**config.mk**
```make
export PLATFORM = sky130hd
export DESIGN_NAME = coin_acceptor_flat
export DESIGN_NICKNAME = d
export VERILOG_FILES = /design/src/rtl/vm_pkg.sv /design/src/rtl/coin_acceptor_if.sv /design/src/rtl/coin_debounce.sv /design/src/rtl/coin_acceptor.sv /design/src/flat_wrapper.sv
export SDC_FILE = /design/constraint.sdc
export NUM_CORES = 1
export LEC_CHECK = 0
export CAP_MARGIN = 20
export CORE_UTILIZATION = 57
export CTS_BUF_LIST = sky130_fd_sc_hd__clkbuf_4
export DETAILED_ROUTE_END_ITERATION = 10
export DONT_BUFFER_PORTS = 1
export GPL_TIMING_DRIVEN = 0
export PLACE_DENSITY_LB_ADDON = 0.1
export SLEW_MARGIN = 20
export SYNTH_ARGS = -nofsm -noshare
export SYNTH_HDL_FRONTEND = slang
export SYNTH_SLANG_ARGS = --single-unit
export TNS_END_PERCENT = 10
```
**constraint.sdc**
```tcl
create_clock -name clk -period 5 [get_ports clk]
set_input_delay 1.25 -clock clk [delete_from_list [all_inputs] [get_ports clk]]
set_output_delay 1.25 -clock clk [all_outputs]
set_load 0.02 [all_outputs]
```
**src/rtl/vm_pkg.sv**
```systemverilog
// Shared definitions for the vending front end (coin_acceptor, vending_machine).
//   coin_t      : 2-bit coin code carried on coin_out / vending_machine.in
//   COIN_*      : coin code constants (11 is never driven)
//   out_state_t : coin_acceptor output FSM states
//   DB_CNT_W    : width of the debounce counters (DEBOUNCE <= 15)
//   GAP_CNT_W   : width of the inter-code gap counter (GAP <= 7)
package vm_pkg;

   typedef logic [1:0] coin_t;

   localparam coin_t COIN_NONE = 2'b00;
   localparam coin_t COIN_5    = 2'b01;
   localparam coin_t COIN_10   = 2'b10;

   localparam int unsigned DB_CNT_W  = 4;
   localparam int unsigned GAP_CNT_W = 3;

   // ST_ prefix keeps the GAP state distinct from the GAP parameter
   typedef enum logic [1:0] {
      ST_IDLE,
      ST_EMIT,
      ST_GAP
   } out_state_t;

endpackage

```
**src/rtl/coin_acceptor_if.sv**
```systemverilog
// Coin front-panel bus between the sensor side and the coin acceptor.
//   coin5_raw  : raw 5-unit sensor, asynchronous to clk
//   coin10_raw : raw 10-unit sensor, asynchronous to clk
//   coin_out   : coin code to vending_machine.in (single-cycle pulses)
//   reject     : one-cycle pulse, coin sent to the return chute
//   pending    : coin FIFO occupancy
// master drives the sensors and observes results; slave is the acceptor.
interface coin_acceptor_if #(
   parameter int unsigned DEPTH = 4
);
   import vm_pkg::*;

   logic                   coin5_raw;
   logic                   coin10_raw;
   coin_t                  coin_out;
   logic                   reject;
   logic [$clog2(DEPTH):0] pending;

   modport master (
      output coin5_raw,
      output coin10_raw,
      input  coin_out,
      input  reject,
      input  pending
   );

   modport slave (
      input  coin5_raw,
      input  coin10_raw,
      output coin_out,
      output reject,
      output pending
   );

endinterface

```
**src/rtl/coin_debounce.sv**
```systemverilog
// One coin-sensor channel: 2-flop synchroniser, high/low run counters and
// arm logic. A coin qualifies once per insertion.
//   clk, rst : system clock, asynchronous active-high reset
//   raw      : raw sensor line, asynchronous to clk
//   qualify  : 1-cycle pulse; the coin is taken on the edge that ends it
module coin_debounce
   import vm_pkg::*;
#(
   parameter int unsigned DEBOUNCE = 4
) (
   input  logic clk,
   input  logic rst,
   input  logic raw,
   output logic qualify
);

   localparam logic [DB_CNT_W-1:0] LIMIT    = DB_CNT_W'(DEBOUNCE);
   localparam logic [DB_CNT_W-1:0] LIMIT_M1 = DB_CNT_W'(DEBOUNCE - 1);

   logic                sync1;
   logic                sync2;
   logic [DB_CNT_W-1:0] high_cnt;
   logic [DB_CNT_W-1:0] low_cnt;
   logic                armed;

   // Asserted in the cycle whose closing edge brings high_cnt to DEBOUNCE,
   // so the consumer captures the coin on that same edge.
   assign qualify = armed && sync2 && (high_cnt == LIMIT_M1);

   always_ff @(posedge clk or posedge rst) begin
      if (rst) begin
         sync1    <= 1'b0;
         sync2    <= 1'b0;
         high_cnt <= '0;
         low_cnt  <= '0;
         armed    <= 1'b0;
      end else begin
         sync1 <= raw;
         sync2 <= sync1;

         // Both counters saturate so a line stuck either way cannot wrap
         if (sync2) begin
            low_cnt <= '0;
            if (high_cnt != LIMIT) high_cnt <= high_cnt + 1'b1;
         end else begin
            high_cnt <= '0;
            if (low_cnt != LIMIT) low_cnt <= low_cnt + 1'b1;
         end

         if (qualify)
            armed <= 1'b0;
         else if (!sync2 && (low_cnt == LIMIT_M1))
            armed <= 1'b1;
      end
   end

endmodule

```
**src/rtl/coin_acceptor.sv**
```systemverilog
// Coin acceptor: debounces both sensors, rejects ambiguous or overflowing
// inserts, queues accepted coins and paces them out as 1-cycle codes.
//   clk, rst : system clock, asynchronous active-high reset
//   bus      : coin_acceptor_if.slave (raw sensors in; coin_out, reject,
//              pending out)
module coin_acceptor
   import vm_pkg::*;
#(
   parameter int unsigned DEBOUNCE = 4,
   parameter int unsigned GAP      = 2,
   parameter int unsigned DEPTH    = 4
) (
   input  logic            clk,
   input  logic            rst,
   coin_acceptor_if.slave  bus
);

   localparam int unsigned AW = $clog2(DEPTH);
   localparam int unsigned PW = AW + 1;
   localparam logic [PW-1:0]        FULL_CNT = PW'(DEPTH);
   localparam logic [GAP_CNT_W-1:0] GAP_LAST = GAP_CNT_W'(GAP - 1);

   logic qual5;
   logic qual10;

   coin_debounce #(.DEBOUNCE(DEBOUNCE)) u_deb5 (
      .clk     (clk),
      .rst     (rst),
      .raw     (bus.coin5_raw),
      .qualify (qual5)
   );

   coin_debounce #(.DEBOUNCE(DEBOUNCE)) u_deb10 (
      .clk     (clk),
      .rst     (rst),
      .raw     (bus.coin10_raw),
      .qualify (qual10)
   );

   // FIFO storage; DEPTH is a power of two so pointers wrap on their own
   coin_t         mem [DEPTH];
   logic [AW-1:0] wr_ptr;
   logic [AW-1:0] rd_ptr;
   logic [PW-1:0] count;

   out_state_t           state;
   out_state_t           state_next;
   logic [GAP_CNT_W-1:0] gap_cnt;
   coin_t                code_next;
   coin_t                coin_out_q;
   logic                 reject_q;
   logic                 pop;

   logic  single;
   logic  full;
   logic  push;
   logic  reject_next;
   coin_t in_code;

   assign single  = qual5 ^ qual10;
   assign full    = (count == FULL_CNT);
   assign in_code = qual5 ? COIN_5 : COIN_10;
   // A same-edge pop frees the slot, so a full FIFO still takes the coin
   assign push        = single && (!full || pop);
   assign reject_next = (qual5 && qual10) || (single && full && !pop);

   always_ff @(posedge clk or posedge rst) begin
      if (rst) begin
         wr_ptr <= '0;
         rd_ptr <= '0;
         count  <= '0;
         for (int unsigned i = 0; i < DEPTH; i++) mem[i] <= COIN_NONE;
      end else begin
         if (push) begin
            mem[wr_ptr] <= in_code;
            wr_ptr      <= wr_ptr + 1'b1;
         end
         if (pop) rd_ptr <= rd_ptr + 1'b1;
         case ({push, pop})
            2'b10:   count <= count + 1'b1;
            2'b01:   count <= count - 1'b1;
            default: count <= count;
         endcase
      end
   end

   // Output FSM: state register
   always_ff @(posedge clk or posedge rst) begin
      if (rst) state <= ST_IDLE;
      else     state <= state_next;
   end

   // Output FSM: next state
   always_comb begin
      state_next = state;
      case (state)
         ST_IDLE: if (count != '0) state_next = ST_EMIT;
         ST_EMIT: state_next = ST_GAP;
         ST_GAP:  if (gap_cnt == GAP_LAST) state_next = ST_IDLE;
         default: state_next = ST_IDLE;
      endcase
   end

   // Output FSM: outputs (pop strobe and the code to register onto coin_out)
   always_comb begin
      pop       = 1'b0;
      code_next = COIN_NONE;
      if ((state == ST_IDLE) && (count != '0)) begin
         pop       = 1'b1;
         code_next = mem[rd_ptr];
      end
   end

   always_ff @(posedge clk or posedge rst) begin
      if (rst) begin
         gap_cnt    <= '0;
         coin_out_q <= COIN_NONE;
         reject_q   <= 1'b0;
      end else begin
         gap_cnt    <= (state == ST_GAP) ? gap_cnt + 1'b1 : '0;
         coin_out_q <= code_next;
         reject_q   <= reject_next;
      end
   end

   assign bus.coin_out = coin_out_q;
   assign bus.reject   = reject_q;
   assign bus.pending  = count;

endmodule
```
**src/flat_wrapper.sv**
```systemverilog
// flat-port wrapper written by rule: the top's interface ports become plain ports
module coin_acceptor_flat import vm_pkg::*;
#(
   parameter int unsigned DEBOUNCE = 4,
   parameter int unsigned GAP      = 2,
   parameter int unsigned DEPTH    = 4
)
  (clk, rst, bus_coin5_raw, bus_coin10_raw, bus_coin_out, bus_reject, bus_pending);
  coin_acceptor_if #(.DEPTH(DEPTH)) bus_i ();
  input  logic clk;
  input  logic rst;
  input wire logic [$bits(bus_i.coin5_raw)-1:0] bus_coin5_raw;
  input wire logic [$bits(bus_i.coin10_raw)-1:0] bus_coin10_raw;
  output wire logic [$bits(bus_i.coin_out)-1:0] bus_coin_out;
  output wire logic [$bits(bus_i.reject)-1:0] bus_reject;
  output wire logic [$bits(bus_i.pending)-1:0] bus_pending;
  assign bus_i.coin5_raw = bus_coin5_raw;
  assign bus_i.coin10_raw = bus_coin10_raw;
  assign bus_coin_out = bus_i.coin_out;
  assign bus_reject = bus_i.reject;
  assign bus_pending = bus_i.pending;
  coin_acceptor #(.DEBOUNCE(DEBOUNCE), .GAP(GAP), .DEPTH(DEPTH)) u_core (.clk(clk), .rst(rst), .bus(bus_i));
endmodule
```
==> results.py, run 1 <==
metrics = {
    "power": {
        "total_leakage_power_nw": 1.190,
        "ir_worst_vdd_mv": 0.3840,
        "power_mw": 1.081,
        "p_per_area_nw_per_um2": 459.4,
    },
    "yosys": {
        "ys_warn_count": 0,
        "synth_cell_types": 35,
        "netlist_area_sq_um": 2190,
        "netlist_top_cells_area": "dfrtp_1 (51%), ha_1 (9.1%), mux2i_1 (4.1%), nor2_1 (3.1%), inv_1 (2.9%)",
        "synth_top_cells_by_count": "dfrtp_1 (45), nor2_1 (18), inv_1 (17), ha_1 (16), mux2i_1 (9)",
        "synth_area_leader_cell": "dfrtp_1",
        "synth.most_common_cell": "dfrtp_1",
        "synth-seq-cells": 45,
        "async_flop_share_pct": 100.0,
        "synthFlopType": "dfrtp_1",
        "syn_inst": 185,
        "yosys.area.top_type_share_pct": 51.43,
        "synth.yosys.seq_area_share_pct": 51.43,
        "avgSynthCellArea_sq_um": 11.84,
        "synth_edf_count": 0,
        "synth_fp_nets": 206,
    },
    "floorplanning": {
        "initial_core_util_pct": 59.81,
        "die_w_um": 63.98,
        "ios": 10,
        "die_h_um": 63.98,
        "die_area_sq_um": 4093,
        "fp-row-count": 22,
        "fp.coreArea_sq_um": 3661,
    },
    "timing": {
        "tightest_slew_ps": 377.3,
        "tns_ps": 0,
        "hold_viol": 0,
        "fin_skew_ps": 11.59,
        "setup_violations": 0,
        "period_minus_slack_ps": 3004,
        "rsz0062_at_grt": "false",
        "period_share_pct": 60.08,
        "hold_slack_ps": 361.8,
        "slew_violations": 0,
        "fmax_ghz": 0.3329,
        "slew_headroom_pct": 74.84,
        "fin_ws_ps": 1996,
    },
    "clock_tree": {
        "insertion_delay_ps": 350,
        "numCtsBuffers": 5,
        "cts_tree": "yes",
        "cts_sinks": 45,
        "htreeDepth": 2,
        "clockBufferDepth": 2,
        "clk_pin_slew_ps": 130,
        "post_cts_buffers": 0,
        "post_cts_resized": 0,
        "hold_buffers": 0,
        "root_buffer": "clkbuf_4",
    },
    "hold_path": {
        "whs_path_depth": 0,
        "hold_class": "register to register",
    },
    "drt": {
        "drc": 0,
        "viasPerCell": 5.347,
        "drt_iter0_drc": 53,
        "finalWirelength_um": 3223,
        "dr_total_vias": 1294,
        "wl_per_cell_um": 13.32,
        "ant_nets": 0,
        "drt_pass1_iterations": 4,
    },
    "critical_path": {
        "cp-end-kind": "register",
        "crit_fanout": 6,
        "crit_path_start_kind": "register",
        "path_class": "register to register",
        "crit_arrival_ps": 3290,
        "cp.required_ps": 5290,
        "r2r_cells": 13,
    },
    "final_layout": {
        "multi_input_area_sq_um": 972.2,
        "final_nets": 214,
        "seq_area_sq_um": 1126,
        "fill_cells": 286,
        "syn_to_final_growth_pct": 7.486,
        "drive_gt1_share_pct": 11.34,
        "instances_no_fill": 242,
        "antennaDiodeCount": 0,
    },
    "global_route": {
        "grt_pass1_vias": 1382,
        "antenna_found_initial": 0,
        "grt_pass1_wl_um": 5913,
        "grt_overflow_total": 0,
        "grt_max_degree": 34,
        "grt_usage_pct": 19.25,
    },
    "place": {
        "port_buffers": 0,
        "place_ws_ps": 2000,
        "hpwl_um": 2324,
        "gp_congestion": 0.7721,
        "dpl.cell_count": 234,
    },
    "job": {
        "drv_cap": 0,
    },
    "outcome": {
        "outcome": "completed",
    },
}
-- metrics by stage --
stage | utilization, % | cell area [sq um]
3_3_place_gp | 61.45 | 2250
4_1_cts | 64.29 | 2354
3_5_place_dp | 62.00 | 2270
5_1_grt | 64.29 | 2354
6_report | 64.29 | 2354
2_1_floorplan | - | 2190
-- where the power goes --
part	internal, mW	switching (mW)	total, mW
Clock	0.112	0.114	0.226
Sequential	0.449	0.0910	0.540
Combinational	0.155	0.161	0.316
Total	0.715	0.366	1.08
-- placed cells by master (no fill, tap or decap), drive strengths merged --
cell,synthesis,layout
nand2b,6,6
a31o,1,1
xor2,4,4
nor2,18,18
nand3,4,4
or4b,2,2
a31oi,8,8
clkinv,0,1
nor3,1,1
buf,2,3
nand4b,1,1
bufinv,0,1
a41o,1,1
or2,1,1
xnor2,7,7
nand2,5,5
nor4b,1,1
mux4,2,2
mux2,9,9
and2,4,4
ha,16,16
clkbuf,2,8
nor2b,5,5
dfrtp,45,45
fa,1,1
o21bai,2,2
a21o,1,1
nor3b,1,1
inv,18,18
o21ai,4,4
nand3b,4,4
mux2i,9,9
-- kinds of logic after synthesis --
| family | synth area share, % |
|---|---|
| simple gates | 13.37 |
| flops | 51.43 |
| mux | 11.49 |
| compound gates | 5.086 |
| fa+ha+maj | 10.06 |
| buf+inv | 4.171 |
| xor+xnor | 4.400 |
-- final timing paths --
kind | startpoint | to | slack (ps)
max | u_core.u_deb5.high_cnt[1]$_DFFE_PP0P_ | u_core.bus.pending[2]$_DFFE_PP0P_ | 2000
min | u_core.u_deb5.sync1$_DFF_PP0_ | u_core.u_deb5.sync2$_DFF_PP0_ | 360
max reg2reg | u_core.u_deb5.high_cnt[1]$_DFFE_PP0P_ | u_core.bus.pending[2]$_DFFE_PP0P_ | 2000
min reg2reg | u_core.u_deb5.sync1$_DFF_PP0_ | u_core.u_deb5.sync2$_DFF_PP0_ | 360
max in group asynchronous | rst | u_core.u_deb5.low_cnt[2]$_DFFE_PP0P_ | 3840
min in group asynchronous | rst | u_core.u_deb10.high_cnt[1]$_DFFE_PP0P_ | 700
-- final cells by class --
| cell class | count | area share, % |
|---|---|---|
| timing repair buffer | 1 | 0.8506 |
| clock inverter | 2 | 1.648 |
| clock buffer | 6 | 1.914 |
| inverter | 18 | 2.871 |
| sequential | 45 | 47.85 |
| buffer | 4 | 1.010 |
| multi-input combinational | 118 | 41.31 |
| tap | 48 | 2.552 |
-- critical path, stage by stage (launching register included) --
cell     delay, ps
dfrtp_1        420
ha_1           220
nand2_2         50
or4b_4         570
inv_2          120
ha_1           290
inv_1           90
a31o_2         140
ha_1           190
inv_1           60
fa_1           370
xor2_1         150
nor2_1         120
xor2_1         150
-- sequential cells by signal, summed over array words and instances (netlist names), 2 cells and up --
register / flops
u_core.mem: 8
u_core.bus.coin_out: 2
u_core.rd_ptr: 2
u_core.gap_cnt: 3
u_core.u_deb10.high_cnt: 4
u_core.bus.pending: 3
u_core.wr_ptr: 2
u_core.u_deb5.low_cnt: 4
u_core.u_deb5.high_cnt: 4
u_core.state: 2
u_core.u_deb10.low_cnt: 4
-- metal layers --
metal	track usage [%]	wire, um	vias up	part of all wire [%]
met5	0	0	-	0
met4	10.23	53	0	1.6
met3	3.214	105	5	3.3
met2	32.71	1609	19	50
met1	23.33	1455	634	45
li1	-	-	636	-
Note: power is estimated with default switching activity, not from simulation.
==> run 2, diff against run 1 <==
==> constraint.sdc (replaced) <==
create_clock -name clk -period 3 [get_ports clk]
set_input_delay 0.75 -clock clk [delete_from_list [all_inputs] [get_ports clk]]
set_output_delay 0.75 -clock clk [all_outputs]
set_load 0.02 [all_outputs]
==> run 2 against run 1 <==
  * Sequential power grew 66%
  * Critical path depth is the same
  * Register-to-register slack lost 1800 ps
  * Clock power grew 68%
  * Die area is the same
  * Non-clock buffer count grew 7
  * Core utilization grew 2.2 points
  * Combinational power grew 74%
  * Routed wire length grew 4.3%
  * Sequential share of layout area shrank 1.6 points
  * Highest routed layer unchanged
  * Via count grew 0.93%
==> results.py, run 2 (synthesized netlist as in run 1, its figures left out) <==
metrics = {
    "outcome": {
        "outcome": "completed",
    },
    "clock_tree": {
        "cts_tree": "yes",
        "numCtsBuffers": 5,
        "clk_pin_slew_ps": 130,
        "clockBufferDepth": 2,
        "insertion_delay_ps": 360,
        "cts_sinks": 45,
        "htreeDepth": 2,
        "hold_buffers": 0,
        "root_buffer": "clkbuf_4",
    },
    "critical_path": {
        "rrSetupSlack_ps": 210,
        "crit_path_start_kind": "register",
        "path_class": "register to register",
        "rr_startpoint": "u_core.u_deb5.high_cnt[1]$_DFFE_PP0P_",
        "crit_fanout": 6,
        "cp-startpoint": "u_core.u_deb5.high_cnt[1]$_DFFE_PP0P_",
        "crit_family": "adder cells",
        "cp-end-kind": "register",
        "path_cells": "ha_2, nand2_2, or4b_4, inv_4, ha_4, inv_1, a31o_4, ha_2, inv_1, fa_1, xor2_1, nor2_1, xor2_1",
        "r2r_cells": 13,
        "crit_path_max_incr_delay_ps": 530,
        "reg2reg_to": "u_core.bus.pending[2]$_DFFE_PP0P_",
        "cp.required_ps": 3290,
        "cp-endpoint": "u_core.bus.pending[2]$_DFFE_PP0P_",
        "slowest_stage": "or4b_4",
        "crit_arrival_ps": 3080,
        "cp_num_buf_inv": 3,
        "cp_num_cells": 13,
    },
    "final_layout": {
        "layout_common_cells": "dfrtp_1 (45), nor2_1 (18), inv_1 (16)",
        "top_register": "u_core.mem",
        "antennaDiodeCount": 0,
        "largest_reg_flops": 8,
        "syn_to_final_growth_pct": 11.20,
        "multi_input_area_sq_um": 998.5,
        "drive_gt1_share_pct": 15.92,
        "seq_area_sq_um": 1126,
        "layout.cells.most_common": "dfrtp_1",
        "fill_cells": 282,
        "post-route-util_pct": 66.51,
        "final_nets": 221,
    },
    "timing": {
        "setup_violations": 0,
        "slew_headroom_pct": 71.18,
        "fin_ws_ps": 207.5,
        "hold_viol": 0,
        "tightest_slew_ps": 430.7,
        "period_share_pct": 93.08,
        "tns_ps": 0,
        "rsz0062_at_grt": "false",
        "fin_skew_ps": 11.91,
        "fmax_ghz": 0.3581,
        "slew_violations": 0,
        "period_minus_slack_ps": 2793,
    },
    "floorplanning": {
        "ios": 10,
        "initial_core_util_pct": 59.81,
        "die_h_um": 63.98,
        "fp.coreArea_sq_um": 3661,
        "die_w_um": 63.98,
        "die_area_sq_um": 4093,
        "fp-row-count": 22,
    },
    "drt": {
        "drt_pass1_iterations": 4,
        "drc": 0,
        "finalWirelength_um": 3360,
        "viasPerCell": 5.245,
        "dr_total_vias": 1306,
        "drt_iter0_drc": 70,
        "wl_per_cell_um": 13.49,
        "ant_nets": 0,
    },
    "global_route": {
        "grt_usage_pct": 19.40,
        "grt_pass1_vias": 1387,
        "grt_overflow_total": 0,
        "antenna_found_initial": 0,
        "grt_max_degree": 34,
        "grt_pass1_wl_um": 5947,
    },
    "power": {
        "ir_worst_vdd_mv": 0.6432,
        "total_leakage_power_nw": 1.220,
        "p_per_area_nw_per_um2": 750.7,
    },
    "place": {
        "gp_congestion": 0.7721,
        "port_buffers": 0,
        "hpwl_um": 2324,
        "place_ws_ps": -0.2378,
    },
    "job": {
        "drv_cap": 0,
    },
    "hold_path": {
        "hold_class": "input port to asynchronous set/reset pin",
    },
}
## run 2: changes by cell type in the layout (fill, tap and decap cells not counted), sizes merged
| cell | previous run | this run |
|---|---|---|
| buf | 3 | 10 |
## run 2: per-layer routing
metal | vias to the layer above | track usage, % | wire (um)
li1 | 647 | - | -
met1 | 641 | 23.33 | 1547
met2 | 12 | 33.24 | 1685
met3 | 6 | 3.214 | 68
met4 | 0 | 10.23 | 58
met5 | - | 0 | 0
## run 2: how the worst min path moves through the flow
stage / cells after the start / endpoint / slack (ps) / start
2_1_floorplan: 0 / u_core.u_deb10.sync2$_DFF_PP0_ / 330 / u_core.u_deb10.sync1$_DFF_PP0_
3_3_place_gp: 0 / u_core.u_deb10.sync2$_DFF_PP0_ / 330 / u_core.u_deb10.sync1$_DFF_PP0_
3_5_place_dp: 0 / u_core.u_deb10.sync2$_DFF_PP0_ / 340 / u_core.u_deb10.sync1$_DFF_PP0_
4_1_cts: 1 / u_core.u_deb10.high_cnt[1]$_DFFE_PP0P_ / 200 / rst
5_1_grt: 1 / u_core.u_deb10.high_cnt[0]$_DFFE_PP0P_ / 200 / rst
6_report: 1 / u_core.u_deb10.high_cnt[1]$_DFFE_PP0P_ / 200 / rst
## run 2: power breakdown
part	internal [mW]	switching (mW)	leakage (nW)
clock network	0.187	0.192	0.0459
logic	0.272	0.279	0.593
registers	0.747	0.151	0.582
total	1.21	0.622	1.22
## run 2: per-stage QoR
| stage | area [sq um] | power, mW | hold WS [ps] | instances |
|---|---|---|---|---|
| global route | 2435 | 1.978 | 201.1 | 249 |
| CTS | 2361 | 1.830 | 196.8 | 243 |
| global placement | 2250 | 1.395 | 334.3 | 233 |
| floorplan | 2190 | 1.321 | 331.2 | 185 |
| finish | 2435 | 1.828 | 195.1 | 249 |
| detailed placement | 2270 | 1.443 | 336.3 | 234 |
## run 2: area by class of cell
cell class                 instances  area share [%]
clock buffer                       6           1.850
clock inverter                     2           1.593
timing repair buffer               8           2.980
inverter                          18           2.878
buffer                             4          0.9764
multi-input combinational        118           41.01
sequential                        45           46.25
tap                               48           2.467
## run 2: what timing repair did
| item | 4_1_cts | 5_1_grt |
|---|---|---|
| pin swaps | 0 | 3 |
| endpoints found under the setup margin | 1 | 2 |
| setup buffers | 1 | 6 |
| resized for setup | 0 | 6 |
| gates cloned | 0 | 0 |
